**src/rtl/estagio_writeback_if.sv**
```systemverilog
// MEM -> WB bus: writeback sources, load controls, hazard controls and the
// registered WB outputs consumed by the register file and forwarding logic.
interface estagio_writeback_if #(
  parameter int unsigned LARGURA   = 32,
  parameter int unsigned BITS_REG  = 5,
  parameter int unsigned LARG_CONT = 32
);
  logic                 valido_in;
  logic                 stall;
  logic                 flush;
  logic [LARGURA-1:0]   lerDado;
  logic [LARGURA-1:0]   resultadoUla;
  logic [LARGURA-1:0]   pcMais4;
  logic [LARGURA-1:0]   imediato;
  logic [1:0]           memToReg;
  logic [1:0]           tamanho;
  logic                 sinalExt;
  logic [BITS_REG-1:0]  regDestino_in;
  logic                 escreveReg_in;

  logic [LARGURA-1:0]   escreveDado;
  logic [BITS_REG-1:0]  regDestino;
  logic                 escreveReg;
  logic                 valido;
  logic [LARG_CONT-1:0] contRetirados;

  modport master (
    output valido_in, stall, flush, lerDado, resultadoUla, pcMais4, imediato,
           memToReg, tamanho, sinalExt, regDestino_in, escreveReg_in,
    input  escreveDado, regDestino, escreveReg, valido, contRetirados
  );

  modport slave (
    input  valido_in, stall, flush, lerDado, resultadoUla, pcMais4, imediato,
           memToReg, tamanho, sinalExt, regDestino_in, escreveReg_in,
    output escreveDado, regDestino, escreveReg, valido, contRetirados
  );
endinterface

```
**src/rtl/estagio_writeback.sv**
```systemverilog
// Registered MEM/WB stage: writeback source mux, sub-word load extension,
// stall/flush control and a retired register-write counter.
module estagio_writeback #(
  parameter int unsigned LARGURA   = 32,
  parameter int unsigned BITS_REG  = 5,
  parameter int unsigned LARG_CONT = 32
) (
  input  logic               clk,
  input  logic               reset,
  estagio_writeback_if.slave bus
);

  logic [1:0]           ender;
  logic [7:0]           byte_sel;
  logic [15:0]          half_sel;
  logic [LARGURA-1:0]   mem_ext;
  logic [LARGURA-1:0]   dado_sel;
  logic                 escreve_ok;

  logic [LARGURA-1:0]   escreve_dado_q, escreve_dado_d;
  logic [BITS_REG-1:0]  reg_destino_q,  reg_destino_d;
  logic                 escreve_reg_q,  escreve_reg_d;
  logic                 valido_q,       valido_d;
  logic [LARG_CONT-1:0] cont_q,         cont_d;

  assign ender = bus.resultadoUla[1:0];

  // Little-endian lane pick, then sign or zero extension to the datapath width
  always_comb begin : extensao
    byte_sel = bus.lerDado[7:0];
    case (ender)
      2'd1:    byte_sel = bus.lerDado[15:8];
      2'd2:    byte_sel = bus.lerDado[23:16];
      2'd3:    byte_sel = bus.lerDado[31:24];
      default: byte_sel = bus.lerDado[7:0];
    endcase
    half_sel = ender[1] ? bus.lerDado[31:16] : bus.lerDado[15:0];
    mem_ext  = bus.lerDado;
    case (bus.tamanho)
      2'b01:   mem_ext = {{(LARGURA-16){bus.sinalExt & half_sel[15]}}, half_sel};
      2'b10:   mem_ext = {{(LARGURA-8){bus.sinalExt & byte_sel[7]}}, byte_sel};
      default: mem_ext = bus.lerDado;
    endcase
  end

  always_comb begin : fonte
    dado_sel = bus.resultadoUla;
    case (bus.memToReg)
      2'b01:   dado_sel = mem_ext;
      2'b10:   dado_sel = bus.pcMais4;
      2'b11:   dado_sel = bus.imediato;
      default: dado_sel = bus.resultadoUla;
    endcase
  end

  // Register 0 is hardwired zero, so writes to it never reach the register file
  assign escreve_ok = bus.valido_in & bus.escreveReg_in & (bus.regDestino_in != '0);

  // Flush beats stall; a stall holds every field including the counter
  always_comb begin : proximo
    escreve_dado_d = escreve_dado_q;
    reg_destino_d  = reg_destino_q;
    escreve_reg_d  = escreve_reg_q;
    valido_d       = valido_q;
    cont_d         = cont_q;
    if (bus.flush) begin
      escreve_dado_d = '0;
      reg_destino_d  = '0;
      escreve_reg_d  = 1'b0;
      valido_d       = 1'b0;
    end else if (!bus.stall) begin
      escreve_dado_d = dado_sel;
      reg_destino_d  = bus.regDestino_in;
      escreve_reg_d  = escreve_ok;
      valido_d       = bus.valido_in;
      if (escreve_ok) begin
        cont_d = cont_q + LARG_CONT'(1);
      end
    end
  end

  always_ff @(posedge clk) begin : registro
    if (reset) begin
      escreve_dado_q <= '0;
      reg_destino_q  <= '0;
      escreve_reg_q  <= 1'b0;
      valido_q       <= 1'b0;
      cont_q         <= '0;
    end else begin
      escreve_dado_q <= escreve_dado_d;
      reg_destino_q  <= reg_destino_d;
      escreve_reg_q  <= escreve_reg_d;
      valido_q       <= valido_d;
      cont_q         <= cont_d;
    end
  end

  assign bus.escreveDado   = escreve_dado_q;
  assign bus.regDestino    = reg_destino_q;
  assign bus.escreveReg    = escreve_reg_q;
  assign bus.valido        = valido_q;
  assign bus.contRetirados = cont_q;

endmodule

```
**src/flat_wrapper.sv**
```systemverilog
// flat-port wrapper written by rule: the top's interface ports become plain ports
module estagio_writeback_flat 
#(
  parameter int unsigned LARGURA   = 32,
  parameter int unsigned BITS_REG  = 5,
  parameter int unsigned LARG_CONT = 32
)
  (clk, reset, bus_valido_in, bus_stall, bus_flush, bus_lerDado, bus_resultadoUla, bus_pcMais4, bus_imediato, bus_memToReg, bus_tamanho, bus_sinalExt, bus_regDestino_in, bus_escreveReg_in, bus_escreveDado, bus_regDestino, bus_escreveReg, bus_valido, bus_contRetirados);
  estagio_writeback_if #(.LARGURA(LARGURA), .BITS_REG(BITS_REG), .LARG_CONT(LARG_CONT)) bus_i ();
  input  logic clk;
  input  logic reset;
  input wire logic [$bits(bus_i.valido_in)-1:0] bus_valido_in;
  input wire logic [$bits(bus_i.stall)-1:0] bus_stall;
  input wire logic [$bits(bus_i.flush)-1:0] bus_flush;
  input wire logic [$bits(bus_i.lerDado)-1:0] bus_lerDado;
  input wire logic [$bits(bus_i.resultadoUla)-1:0] bus_resultadoUla;
  input wire logic [$bits(bus_i.pcMais4)-1:0] bus_pcMais4;
  input wire logic [$bits(bus_i.imediato)-1:0] bus_imediato;
  input wire logic [$bits(bus_i.memToReg)-1:0] bus_memToReg;
  input wire logic [$bits(bus_i.tamanho)-1:0] bus_tamanho;
  input wire logic [$bits(bus_i.sinalExt)-1:0] bus_sinalExt;
  input wire logic [$bits(bus_i.regDestino_in)-1:0] bus_regDestino_in;
  input wire logic [$bits(bus_i.escreveReg_in)-1:0] bus_escreveReg_in;
  output wire logic [$bits(bus_i.escreveDado)-1:0] bus_escreveDado;
  output wire logic [$bits(bus_i.regDestino)-1:0] bus_regDestino;
  output wire logic [$bits(bus_i.escreveReg)-1:0] bus_escreveReg;
  output wire logic [$bits(bus_i.valido)-1:0] bus_valido;
  output wire logic [$bits(bus_i.contRetirados)-1:0] bus_contRetirados;
  assign bus_i.valido_in = bus_valido_in;
  assign bus_i.stall = bus_stall;
  assign bus_i.flush = bus_flush;
  assign bus_i.lerDado = bus_lerDado;
  assign bus_i.resultadoUla = bus_resultadoUla;
  assign bus_i.pcMais4 = bus_pcMais4;
  assign bus_i.imediato = bus_imediato;
  assign bus_i.memToReg = bus_memToReg;
  assign bus_i.tamanho = bus_tamanho;
  assign bus_i.sinalExt = bus_sinalExt;
  assign bus_i.regDestino_in = bus_regDestino_in;
  assign bus_i.escreveReg_in = bus_escreveReg_in;
  assign bus_escreveDado = bus_i.escreveDado;
  assign bus_regDestino = bus_i.regDestino;
  assign bus_escreveReg = bus_i.escreveReg;
  assign bus_valido = bus_i.valido;
  assign bus_contRetirados = bus_i.contRetirados;
  estagio_writeback #(.LARGURA(LARGURA), .BITS_REG(BITS_REG), .LARG_CONT(LARG_CONT)) u_core (.clk(clk), .reset(reset), .bus(bus_i));
endmodule
```
**config.mk**
```make
export PLATFORM = sky130hd
export DESIGN_NAME = estagio_writeback_flat
export DESIGN_NICKNAME = d
export VERILOG_FILES = /design/src/rtl/estagio_writeback_if.sv /design/src/rtl/estagio_writeback.sv /design/src/flat_wrapper.sv
export SDC_FILE = /design/constraint.sdc
export NUM_CORES = 1
export LEC_CHECK = 0
export ABC_AREA = 1
export CAP_MARGIN = 5
export CORE_UTILIZATION = 40
export DETAILED_ROUTE_END_ITERATION = 10
export PLACE_DENSITY = 0.74
export SLEW_MARGIN = 0
export SYNTH_ARGS = -nofsm -noshare
export SYNTH_HDL_FRONTEND = slang
export SYNTH_SLANG_ARGS = --single-unit
```
**constraint.sdc**
```tcl
create_clock -name clk -period 2.04 [get_ports clk]
set_input_delay 0.204 -clock clk [delete_from_list [all_inputs] [get_ports clk]]
set_output_delay 0.204 -clock clk [all_outputs]
set_load 0.05 [all_outputs]
```
Yosys cells after proc, flatten, opt, wreduce, memory -nomap -nowiden --
Index checks and enable logic that the tools add are counted.
Word-level totals: flip-flop bits (word level) 71, bits in latches 0, memory bits (writable) 0, memory bits (read-only) 0, input bits 144, output and inout bits 71, memories kept 0
Cells by class: add/subtract/negate cells 1, $mul 0, div/mod/pow operators 0, $lt $le $gt $ge 0, equal/unequal tests 8, shifts and indexed selects 0, multiplexer cells 4, bitwise logic cells 6, reduce and logical (&&, ||, !) cells 3
Operators with widths (number):
- 32-bit one-hot mux with 3 select lines | 1
- 32-bit one-hot mux with 2 select lines | 1
- 32-bit by 1-bit adder with 32-bit output (second input constant) | 1
- 8-bit one-hot mux with 3 select lines | 1
- 16-bit two-way mux | 1
- 2-bit == test (second input constant) | 5
- 2-bit by 1-bit == test with 1-bit output (second input constant) | 3
- 5-bit nonzero test | 1
- 1-bit bitwise AND | 4
- 3-bit AND reduction | 1
- 1-bit NOT | 2
- 2-bit OR reduction | 1

Longest topological paths before layout --
depth after elaboration 5, depth in mapped cells 11, gate-level depth less buffers 11

Least setup slack after synthesis --
Ideal clock, no wire load.
path type reg2reg, start point reg u_core.cont_q[0], in the netlist u_core.bus.contRetirados[0], end point reg u_core.cont_q[16], in the netlist u_core.bus.contRetirados[16], data arrival time 1.759 ns, data required time 1.908 ns, slack 0.149 ns, cell stages (with the launch flop) 8, clock period less this slack 1.891 ns, path through dfxtp_1 ha_1 nand3_1 nor3_1 nand3_1 xor2_1 nand2_1 a21oi_1
Between the ends: cells in the longest elaborated chain, start to end 1
RTL lines:
- from (decl) | line estagio_writeback.sv:24 | logic [LARG_CONT-1:0] cont_q, cont_d;
- from (signal assigned) | line estagio_writeback.sv:94 | cont_q <= cont_d;
- 32-bit by 1-bit adder with 32-bit output | line estagio_writeback.sv:77 | cont_d = cont_q + LARG_CONT'(1);
Every way passes these cells. A chain may end at the register's enable or synchronous reset.

Worst setup path after layout --
start point reg u_core.cont_q[21], in the netlist u_core.bus.contRetirados[21], end point out bus_contRetirados[21]
RTL lines:
- to (decl) | line flat_wrapper.sv:28 | output wire logic [$bits(bus_i.contRetirados)-1:0] bus_contRetirados;
No word-level cell between the ends.

==> flow_metrics.tcl <==
set metrics [dict create \
    critPathLaunchType "flop" \
    fmaxAchievable_mhz 534 \
    critPathMaxFanout 6 \
    hold_buffers 0 \
    fin_cells 1359 \
    powerDensity_mw_per_mm2 512 \
    report.power.total_mw 4.17 \
    path_class "flop to output port" \
    fp-row-count 42 \
    synth_cell_types 32 \
    status "completed" \
    cp.buffers_inverters 1 \
    required_ns 1.84 \
    post_cts_buffers 0 \
    gp_congestion 0.990 \
    syn-instance-count 974 \
    min_from "bus_regDestino_in[3]" \
    synth_enable_flop_cells 0 \
    post-route-util_pct 61.3 \
    drc 0 \
    route.vias.total 6790 \
    drive_above_1_share_pct 6.42 \
    synth_nets 1121 \
    timing.final.ws_setup_ns 0.166 \
    cts_tree "yes" \
    io_pins 215 \
    track_usage_pct 29.4 \
    post_dp_cell_area_mm2 0.00785 \
    synth_area_mm2 0.00547 \
    min_period_ns 1.87 \
    synthFlopType "dfxtp_1" \
    ys_top_cells_by_count "309 x nand2_1, 145 x nor2_1, 104 x inv_1, 97 x nand3_1, 74 x a21oi_1" \
    cts_resized 0 \
    rsz0062_at_grt "false" \
    crit_family "buffers and inverters" \
    grt_pass1_vias 6384 \
    wire_per_inst_um 14.8 \
    clockRootBuffer "clkbuf_16" \
    whs_path_depth 3 \
    cp_slowest_cell "clkdlybuf4s50_1" \
    worstReg2RegEnd "u_core.bus.contRetirados[21]" \
    min_to "u_core.bus.regDestino[3]" \
    maxCapViolations 0 \
    area_growth_pct 49.0 \
    fin_skew_ns 0.00394 \
    ys_async_sr_fraction_pct 0 \
    hold_violations 0 \
    diodes 0 \
    die_x_um 119 \
    tns_ns 0 \
    vdd_drop_max_mv 0.407 \
    clk_latency_ns 0.34 \
    grt_antenna_before_repair 0 \
    synth_top_area_share_pct 26.0 \
    htreeDepth 3 \
    vias_per_cell 5.00 \
    synth_most_common_cell "nand2_1" \
    fp.coreArea_mm2 0.0133 \
    r2r_start "u_core.bus.contRetirados[19]" \
    layout.nets 1325 \
    dieHeight_um 119 \
    hpwl_um 15900 \
    start_util_pct 41.1 \
    pre_cts_ws_ns 0.0358 \
    critPathMaxStageDelay_ns 0.86 \
    firstDrtPassIters 5 \
    numCtsBuffers 9 \
    clockBufferDepth 2 \
    whs_ns 0.449 \
    path_clk_slew_ns 0.06 \
    design_area_mm2 0.00815 \
    synth_area_per_cell_um2 5.61 \
    yosysSeqAreaShare_pct 26.0 \
    end_kind "output port" \
    drt_iter0_markers 512 \
    gr-total-overflow 0 \
    fin_crit_sh_pct 91.9 \
    fill_cells 1320 \
    dieArea_mm2 0.0141 \
    reg2reg_depth 9 \
    synth.area.top_cells "dfxtp_1 26%, nand2_1 21%, nor2_1 10%" \
    grt_max_degree 68 \
    r2r_slack_ns 0.39 \
    leakagePower_nw 3.53 \
    min_path_type "input port to flop" \
    max_slew.worst_pin.slew_ns 0.828 \
    drtAntennaViolNets 0 \
    critPathArrivalTime_ns 1.67 \
    portBuffers 214 \
    relSlewSlack_pct 44.8 \
    yosysTopAreaCell "dfxtp_1" \
    setup_viol 0 \
    grt_pass1_wl_um 32600 \
    wl_um 20100 \
    crit_chain "clkdlybuf4s50_1" \
    dp_cells 1343 \
    cts.sinks 71 \
    synth_seq_cells 71 \
    slew_violations 0 \
    yosysWarnings 0 \
]
cells in the final DEF (no fill, tap or decap), types with 7 or more instances in the layout:
cell / Yosys / final
a21oi_1: 74 / 74
buf_4: 7 / 25
clkbuf_16: 0 / 9
clkdlybuf4s50_1: 0 / 213
dfxtp_1: 71 / 71
inv_1: 104 / 104
inv_2: 7 / 7
nand2_1: 309 / 309
nand3_1: 97 / 97
nand3b_1: 8 / 8
nand4_1: 28 / 28
nor2_1: 145 / 144
nor3_1: 13 / 13
o21ai_0: 27 / 27
xor2_1: 10 / 10
worst min-delay path: cells and delay by family:
family	cells	cell delay, ns
AO/OA/AOI/OAI	1	0.05
buffers and inverters	1	0.42
AND/OR/NAND/NOR	1	0.07
logic make-up (layout without fill, tap and decap cells):
family	after synthesis	after routing	synth area share, %
simple gates	621	621	48.9
xor+xnor	10	10	1.60
compound gates	105	105	9.88
flops	71	71	26.0
fa+ha+maj	3	3	0.686
buf+inv	164	373	13.0
routing by layer:
metal  wire length, µm  up-vias  GRT usage, %
li1                  -     3481             -
met1              8650     3020          36.1
met2              9370      245          48.9
met3              1580       44          7.66
met4               552        0          11.1
met5                 0        -             0
flip-flops by register name, indices dropped and copies added (netlist names):
register                  flops
u_core.bus.escreveDado       32
u_core.bus.valido             1
u_core.bus.contRetirados     32
u_core.bus.regDestino         5
u_core.bus.escreveReg         1
cell type report:
type                       instances  area, µm²  area share (%)
clock inverter                     6       60.1           0.737
multi-input combinational        739       3340            41.0
timing repair buffer             245       2440            30.0
clock buffer                      10        239            2.93
tap                              176        220            2.70
inverter                         112        423            5.19
sequential                        71       1420            17.4
worst max-delay path by stage:
stage | start | endpoint | slack, ns | depth (start not counted)
final | u_core.bus.contRetirados[21] | bus_contRetirados[21] | 0.17 | 1
after global routing | u_core.bus.contRetirados[22] | bus_contRetirados[22] | 0.15 | 1
after CTS | u_core.bus.contRetirados[19] | bus_contRetirados[19] | 0.17 | 1
after detailed placement | bus_tamanho[0] | u_core.bus.escreveDado[25] | 0.04 | 9
after global placement | bus_tamanho[0] | u_core.bus.escreveDado[25] | 0.08 | 9
after floorplan | u_core.bus.contRetirados[0] | u_core.bus.contRetirados[16] | 0.15 | 7
report_power, final:
group / total (mW) / switching [mW] / internal (mW)
clock: 1.62 / 0.646 / 0.973
sequential: 1.44 / 0.0217 / 1.42
combinational: 1.11 / 0.602 / 0.507
(Power assumes the default switching activity.)
